<file path="src/rtl/rr_arb4way16_if.sv">
// Handshake bundle between four producer channels, the round-robin arbiter and its consumer.
interface rr_arb4way16_if #(
  parameter int WIDTH = 16
);
  logic [WIDTH-1:0] a;
  logic [WIDTH-1:0] b;
  logic [WIDTH-1:0] c;
  logic [WIDTH-1:0] d;
  logic             a_valid;
  logic             b_valid;
  logic             c_valid;
  logic             d_valid;
  logic             a_ready;
  logic             b_ready;
  logic             c_ready;
  logic             d_ready;
  logic [WIDTH-1:0] out;
  logic [1:0]       sel;
  logic             out_valid;
  logic             out_ready;

  modport slave (
    input  a, b, c, d, a_valid, b_valid, c_valid, d_valid, out_ready,
    output a_ready, b_ready, c_ready, d_ready, out, sel, out_valid
  );

  modport master (
    output a, b, c, d, a_valid, b_valid, c_valid, d_valid, out_ready,
    input  a_ready, b_ready, c_ready, d_ready, out, sel, out_valid
  );
endinterface

</file>
<file path="src/rtl/rr_arb4way16.sv">
// Four-channel round-robin arbiter with a one-word registered output stage.
// Optional feature macro: ARB_LOCK_EN adds the lock input that pins the grant to the last winner.
module rr_arb4way16 #(
  parameter int         WIDTH     = 16,
  parameter logic [1:0] RESET_PTR = 2'd3
) (
  input  logic              clk,
  input  logic              rst_n,
`ifdef ARB_LOCK_EN
  input  logic              lock,
`endif
  rr_arb4way16_if.slave     bus
);

  typedef enum logic [0:0] {
    EMPTY = 1'b0,
    FULL  = 1'b1
  } state_t;

  state_t           state_r;
  state_t           state_s;
  logic [WIDTH-1:0] out_r;
  logic [1:0]       sel_r;
  logic [1:0]       ptr_r;
  logic [3:0]       valid_vec_s;
  logic [2:0]       pick_s;
  logic             load_s;
  logic             grant_s;
  logic [1:0]       gidx_s;
  logic [3:0]       ready_vec_s;
  logic [WIDTH-1:0] data_s;

  // Scan p+1, p+2, p+3, p (mod 4); returns {found, index}.
  function automatic logic [2:0] rr_pick(input logic [3:0] v, input logic [1:0] p);
    logic [2:0] r;
    logic [1:0] idx;
    r = 3'b000;
    for (int i = 1; i <= 4; i++) begin
      idx = p + 2'(i);
      if (!r[2] && v[idx]) begin
        r = {1'b1, idx};
      end else begin
        r = r;
      end
    end
    return r;
  endfunction

  assign valid_vec_s = {bus.d_valid, bus.c_valid, bus.b_valid, bus.a_valid};

  // Grant selection, combinational readies and next-state logic.
  always_comb begin
    load_s      = 1'b0;
    pick_s      = 3'b000;
    grant_s     = 1'b0;
    gidx_s      = 2'd0;
    ready_vec_s = 4'b0000;
    data_s      = {WIDTH{1'b0}};
    state_s     = state_r;

    case (state_r)
      EMPTY:   load_s = 1'b1;
      FULL:    load_s = bus.out_ready;
      default: load_s = 1'b0;
    endcase

`ifdef ARB_LOCK_EN
    if (lock) begin
      pick_s = {valid_vec_s[ptr_r], ptr_r};
    end else begin
      pick_s = rr_pick(valid_vec_s, ptr_r);
    end
`else
    pick_s = rr_pick(valid_vec_s, ptr_r);
`endif

    // Gating with rst_n keeps every ready low while reset is asserted.
    grant_s = load_s & pick_s[2] & rst_n;
    gidx_s  = pick_s[1:0];

    if (grant_s) begin
      ready_vec_s = 4'b0001 << gidx_s;
    end else begin
      ready_vec_s = 4'b0000;
    end

    case (gidx_s)
      2'd0:    data_s = bus.a;
      2'd1:    data_s = bus.b;
      2'd2:    data_s = bus.c;
      2'd3:    data_s = bus.d;
      default: data_s = {WIDTH{1'b0}};
    endcase

    if (load_s) begin
      state_s = grant_s ? FULL : EMPTY;
    end else begin
      state_s = state_r;
    end
  end

  // State, output word, source index and last-grant pointer.
  always_ff @(posedge clk or negedge rst_n) begin
    if (!rst_n) begin
      state_r <= EMPTY;
      out_r   <= {WIDTH{1'b0}};
      sel_r   <= 2'd0;
      ptr_r   <= RESET_PTR;
    end else begin
      state_r <= state_s;
      if (grant_s) begin
        out_r <= data_s;
        sel_r <= gidx_s;
        ptr_r <= gidx_s;
      end else begin
        out_r <= out_r;
        sel_r <= sel_r;
        ptr_r <= ptr_r;
      end
    end
  end

  assign bus.a_ready   = ready_vec_s[0];
  assign bus.b_ready   = ready_vec_s[1];
  assign bus.c_ready   = ready_vec_s[2];
  assign bus.d_ready   = ready_vec_s[3];
  assign bus.out       = out_r;
  assign bus.sel       = sel_r;
  assign bus.out_valid = (state_r == FULL);

endmodule

</file>
<file path="src/flat_wrapper.sv">
// flat-port wrapper written by rule: the top's interface ports become plain ports
module rr_arb4way16_flat 
#(
  parameter int         WIDTH     = 16,
  parameter logic [1:0] RESET_PTR = 2'd3
)
  (clk, rst_n, bus_a, bus_b, bus_c, bus_d, bus_a_valid, bus_b_valid, bus_c_valid, bus_d_valid, bus_out_ready, bus_a_ready, bus_b_ready, bus_c_ready, bus_d_ready, bus_out, bus_sel, bus_out_valid);
  rr_arb4way16_if #(.WIDTH(WIDTH)) bus_i ();
  input  logic clk;
  input  logic rst_n;
  input wire logic [$bits(bus_i.a)-1:0] bus_a;
  input wire logic [$bits(bus_i.b)-1:0] bus_b;
  input wire logic [$bits(bus_i.c)-1:0] bus_c;
  input wire logic [$bits(bus_i.d)-1:0] bus_d;
  input wire logic [$bits(bus_i.a_valid)-1:0] bus_a_valid;
  input wire logic [$bits(bus_i.b_valid)-1:0] bus_b_valid;
  input wire logic [$bits(bus_i.c_valid)-1:0] bus_c_valid;
  input wire logic [$bits(bus_i.d_valid)-1:0] bus_d_valid;
  input wire logic [$bits(bus_i.out_ready)-1:0] bus_out_ready;
  output wire logic [$bits(bus_i.a_ready)-1:0] bus_a_ready;
  output wire logic [$bits(bus_i.b_ready)-1:0] bus_b_ready;
  output wire logic [$bits(bus_i.c_ready)-1:0] bus_c_ready;
  output wire logic [$bits(bus_i.d_ready)-1:0] bus_d_ready;
  output wire logic [$bits(bus_i.out)-1:0] bus_out;
  output wire logic [$bits(bus_i.sel)-1:0] bus_sel;
  output wire logic [$bits(bus_i.out_valid)-1:0] bus_out_valid;
  assign bus_i.a = bus_a;
  assign bus_i.b = bus_b;
  assign bus_i.c = bus_c;
  assign bus_i.d = bus_d;
  assign bus_i.a_valid = bus_a_valid;
  assign bus_i.b_valid = bus_b_valid;
  assign bus_i.c_valid = bus_c_valid;
  assign bus_i.d_valid = bus_d_valid;
  assign bus_i.out_ready = bus_out_ready;
  assign bus_a_ready = bus_i.a_ready;
  assign bus_b_ready = bus_i.b_ready;
  assign bus_c_ready = bus_i.c_ready;
  assign bus_d_ready = bus_i.d_ready;
  assign bus_out = bus_i.out;
  assign bus_sel = bus_i.sel;
  assign bus_out_valid = bus_i.out_valid;
  rr_arb4way16 #(.WIDTH(WIDTH), .RESET_PTR(RESET_PTR)) u_core (.clk(clk), .rst_n(rst_n), .bus(bus_i));
endmodule
</file>
<file path="config.mk">
export PLATFORM = sky130hd
export DESIGN_NAME = rr_arb4way16_flat
export DESIGN_NICKNAME = d
export VERILOG_FILES = /design/src/rtl/rr_arb4way16_if.sv /design/src/rtl/rr_arb4way16.sv /design/src/flat_wrapper.sv
export SDC_FILE = /design/constraint.sdc
export NUM_CORES = 1
export LEC_CHECK = 0
export ABC_AREA = 0
export CAP_MARGIN = 25
export CORE_ASPECT_RATIO = 1.2
export CORE_MARGIN = 5
export CORE_UTILIZATION = 25
export CTS_CLUSTER_DIAMETER = 80
export DETAILED_ROUTE_END_ITERATION = 10
export GPL_TIMING_DRIVEN = 0
export PLACE_DENSITY = 0.69
export REMOVE_ABC_BUFFERS = 1
export SETUP_SLACK_MARGIN = 0.15
export SLEW_MARGIN = 10
export SYNTH_ARGS = -nofsm -noshare
export SYNTH_HDL_FRONTEND = slang
export SYNTH_SLANG_ARGS = --single-unit
</file>
<file path="constraint.sdc">
create_clock -name clk -period 1.9 [get_ports clk]
set_clock_uncertainty 0.15 [all_clocks]
set_input_delay 0.38 -clock clk [delete_from_list [all_inputs] [get_ports clk]]
set_output_delay 0.38 -clock clk [all_outputs]
set_load 0.01 [all_outputs]
</file>
=== Yosys cells after proc, flatten, opt, wreduce, memory -nomap -nowiden ===
Cells that the tools add are included.

* Divide/modulo/power cells: 0
* Eq/ne operators: 3
* Shift-type cells: 1
* Reductions and logical operators: 7
* Multiply operators: 0
* Muxes and demuxes: 16
* Add/sub/neg operators: 3
* Order comparisons: 4
* Bitwise logic cells: 3

{| class="wikitable"
|+ Operator list
! kind !! number
|-
| $pmux 16 s4 || 1
|-
| $lt 2x3->1 const B || 4
|-
| $mux 3 || 4
|-
| $bmux 1 s2 || 4
|-
| $mux 1 || 5
|-
| $add 2x2->2 const B || 2
|-
| $eq 2x2->1 const B || 2
|-
| $mux 4 || 1
|-
| $shl 1x2->4 const A || 1
|-
| $logic_and 1x1->1 || 3
|-
| $logic_not 1->1 || 3
|-
| $add 2x1->2 const B || 1
|-
| $and 1x1->1 || 2
|-
| $eq 2x1->1 const B || 1
|-
| $logic_not 2->1 || 1
|-
| $pmux 1 s2 || 1
|-
| $not 1->1 || 1
|}

* Latch bits: 0
* Memories: 0
* Word-level logic and storage cells: 41
* Flip-flop bits (word level): 21
* Memory bits (writable): 0
* Memory bits (read-only): 0
* Output and inout bits: 23

=== Longest topological paths before layout ===
* Word-level depth: 16
* Mapped depth: 7

=== Least setup slack after synthesis ===
No wires, ideal clock.

* Kind: register -> output
* Start point: reg u_core.ptr_r[1]
* End point: out bus_a_ready
* Setup slack: -0.224 ns
* Arrival: 1.594 ns
* Cell stages (with the launch flop): 6
* Path through: dfstp_2 > mux2i_1 > a2bb2oi_1 > o211ai_4 > buf_6 > nor2_1

* Cells in the longest elaborated chain, start to end: 16
* Elaborated cells between the ends (all ways): 25

{| class="wikitable"
|+ RTL lines
! what !! line !! RTL
|-
| start: declaration || rr_arb4way16.sv:24 || <nowiki>logic [1:0] ptr_r;</nowiki>
|-
| start signal: assignment || rr_arb4way16.sv:114 || <nowiki>ptr_r <= gidx_s;</nowiki>
|-
| start signal: assignment || rr_arb4way16.sv:118 || <nowiki>ptr_r <= ptr_r;</nowiki>
|-
| $add 2x1->2 || rr_arb4way16.sv:39 || <nowiki>idx = p + 2'(i);</nowiki>
|-
| $bmux 1 s2 || rr_arb4way16.sv:40 || <nowiki>if (!r[2] && v[idx]) begin</nowiki>
|-
| $mux 1 (not written as such) || rr_arb4way16.sv:40 ||
|-
| $mux 3 || rr_arb4way16.sv:40 ||
|-
| $logic_not 1->1 || rr_arb4way16.sv:40 ||
|-
| $logic_and 1x1->1 || rr_arb4way16.sv:40 ||
|-
| $mux 3 || rr_arb4way16.sv:40 ||
|-
| $logic_not 1->1 || rr_arb4way16.sv:40 ||
|-
| $logic_and 1x1->1 || rr_arb4way16.sv:40 ||
|-
| $mux 3 || rr_arb4way16.sv:40 ||
|-
| $logic_not 1->1 || rr_arb4way16.sv:40 ||
|-
| $logic_and 1x1->1 || rr_arb4way16.sv:40 ||
|-
| $mux 3 * || rr_arb4way16.sv:40 ||
|-
| $and 1x1->1 (2 in series) || rr_arb4way16.sv:78 || <nowiki>grant_s = load_s & pick_s[2] & rst_n;</nowiki>
|-
| $mux 4 * || rr_arb4way16.sv:81 || <nowiki>if (grant_s) begin</nowiki>
|-
| end: declaration || flat_wrapper.sv:20 || <nowiki>output wire logic [$bits(bus_i.a_ready)-1:0] bus_a_ready;</nowiki>
|}

Mark *: on every way between the ends. The rest lies on a longest branch, timed or not. The select of a mux whose other input is x is not followed.

=== Worst setup path in the final report ===
Ends and elaborated chain as after synthesis.

==> results.toml <==
[worst_hold_path]
hp-class = "primary input to async pin"

[routing]
routed_wl_um = 6558
ant_nets = 0
drt_iter0_markers = 52
drc = 0
vias = 1758
drt_pass1_iterations = 4
detail_route.vias_per_cell = 4.924
routedWlPerCell_um = 18.37

[sta]
finalCritPeriodShare = 1.195
report.final.slew_viol_count = 0
setup_slack_ns = -0.3696
setup_violations = 20
slew_headroom = 0.6096
hold_viol = 0
rsz0062_at_grt = "yes"
max_freq_ghz = 0.4406
min_period_ns = 2.270
holdWs_ns = 0.006212
worst_pin_slew_ns = 0.5837

[place]
numPortBuffers = 93
routabilityCongestion = 0.7628
post-place-cells = 329
place_area_um2 = 2589
place_hpwl_um = 4148

[critical_path]
max_stage_delay_ns = 0.58
start_kind = "flip-flop"
crit_buf_inv = 2
worstPathRequired_ns = 1.37
crit_fanout = 3
crit_family = "flip-flops"
path_class = "flip-flop to output port"
crit_path_end_kind = "output port"
cp_slowest_cell = "dfstp_2"
critical_path_arrival_ns = 1.74
worstPathCellList = "mux2i_2 > a2bb2oi_2 > buf_4 > o211ai_4 > nor2_1 > buf_2"

[pwr]
p_switching_mw = 1.011
power.share.sequential = 0.247
power_frac_comb = 0.638
p_leak_nw = 1.242
internal_power_mw = 1.756
clock_power_share = 0.115
worst_ir_drop_vdd_mv = 0.4091
p_sw_frac = 0.3655
power.density_nw_per_um2 = 875.1

[yosys]
synthCells = 162
ys_seq_area_frac = 0.3355
synth_cell_types = 27
syn_area_um2 = 1574
synth_top_area_share = 0.3021
synth_area_leaders = "dfrtp_1 30%, a211oi_2 21%, mux2i_1 11%"
ys_ff_latch = 21
synth_area_per_cell_um2 = 9.716
yosysTopAreaCell = "dfrtp_1"
yosysWarnings = 0

[clock_tree]
clkLatencyLatePin_ns = 0.27
cts_sinks = 21
cts_buffers = 3
htreeDepth = 1
cts_buffer_depth = 2
cts_tree = "done"
clk_pin_slew_ns = 0.10
root_buffer = "clkbuf_8"

[global_routing]
met1_usage = 0.1894
grt_pass1_wl_um = 10120
met2_usage = 0.2957
grt_overflow = 0
grt_use_met3 = 0.02881
grt_usage = 0.1620
top_usage_layer = "met2"
grt_max_degree = 19
grt_pass1_vias = 1927
antenna_found_initial = 0

[die]
rows = 31
dieArea_um2 = 7990
initial_utilization = 0.2585
io-pin-count = 94
die_w_um = 82.44
fp.dieH_um = 96.92
core-area_um2 = 6090

[outcome]
outcome = "complete, but fails checks"
violations = "setup timing"

[cells_and_area]
seqCellArea_um2 = 528.0
final_common_cell = "clkdlybuf4s50_1"
nFillCells = 567
final_cells = 357
mostFrequentLayoutCells = "80 x clkdlybuf4s50_1, 23 x a211oi_2, 21 x nand2_1"
nNetsFinal = 347
antenna_cells = 0
drive_gt1_frac = 0.3309
final_area_um2 = 3162
syn_to_final_growth_pct = 100.9
multiInputGateArea_um2 = 1156

[job]
cap_violations = 0
-- cell families (layout without fill, tap and decap cells) --
group | count (synthesis) | in the layout | share of synthesized area
and+or+nand+nor | 68 | 68 | 0.1948
AOI/OAI and AO/OA | 43 | 43 | 0.2997
DFF | 21 | 21 | 0.3355
muxes | 17 | 17 | 0.1081
buffers and inverters | 13 | 126 | 0.06200
-- sequential cells by signal, indices dropped and copies added (netlist names) --
| signal | cells |
|---|---|
| u_core.bus.out | 16 |
| u_core.ptr_r | 2 |
| u_core.bus.sel | 2 |
| u_core.bus.out_valid | 1 |
-- routing by layer --
| metal | vias to the layer above | part of all wire |
|---|---|---|
| met3 | 8 | 0.058 |
| met4 | 0 | 0.011 |
| met5 | - | 0 |
| li1 | 818 | - |
| met2 | 55 | 0.55 |
| met1 | 877 | 0.38 |
-- power by group through the flow --
stage                     sequential (mW)  combinational [mW]  clock, mW
after global routing                0.700                1.88      0.349
after floorplan                     0.749               0.534          0
after detailed placement            0.695                1.23          0
after global placement              0.686                1.17          0
final                               0.683                1.77      0.318
after CTS                           0.682                1.69      0.335
-- Yosys cell counts --
cell,count
a211oi_2,26
nand2_1,21
dfrtp_1,19
nor2_1,19
nor3_1,18
mux2i_1,17
a211oi_1,6
clkbuf_1,5
buf_6,4
nand2b_1,4
o21a_1,3
a21oi_2,2
buf_2,2
dfstp_2,2
nor2b_1,2
a21oi_1,1
a2bb2oi_1,1
and3_1,1
buf_12,1
inv_1,1
nor3b_1,1
o211ai_4,1
o21ai_0,1
o21ai_1,1
o41ai_2,1
or3_1,1
or3b_2,1
-- per-stage QoR --
stage | TNS (ns) | total power, mW | utilization | worst slack (ns)
finish | -6.230 | 2.767 | 0.5192 | -0.3696
global route | -7.465 | 2.925 | 0.5192 | -0.4542
CTS | -5.824 | 2.705 | 0.5024 | -0.3550
detailed placement | -34.27 | 1.924 | 0.4251 | -2.040
global placement | -69.42 | 1.859 | 0.4128 | -3.527
floorplan | -17.91 | 1.283 | - | -0.9895
-- what timing repair did --
item | 4_1_cts | 5_1_grt
hold buffers | 2 | 0
endpoints found under the setup margin | 24 | 26
hold endpoints to repair | 11 | 0
setup buffers | 17 | 1
gates cloned | 4 | 0
pin swaps | 35 | 5
gates resized for setup | 63 | 19
-- area by class of cell --
type | count | area share
well taps | 82 | 0.03245
flip-flops and latches | 21 | 0.1670
clock inverters | 1 | 0.001583
inverters | 1 | 0.001187
clock buffers | 3 | 0.01306
repair buffers | 121 | 0.4191
multi-input cells | 128 | 0.3657
-- worst paths after layout --
path,slack [ns],to,depth (start not counted),from
min in group clk,0.34,u_core.bus.sel[1],2,u_core.bus.sel[1]
max in group asynchronous,0.68,u_core.bus.out[0],3,rst_n
setup reg to reg,-0.35,u_core.bus.out[3],8,u_core.ptr_r[0]
hold reg to reg,0.34,u_core.bus.sel[1],2,u_core.bus.sel[1]
hold / removal,0.006,u_core.ptr_r[0],2,rst_n
setup / recovery,-0.37,bus_a_ready,6,u_core.ptr_r[1]
(Power assumes the default switching activity.)
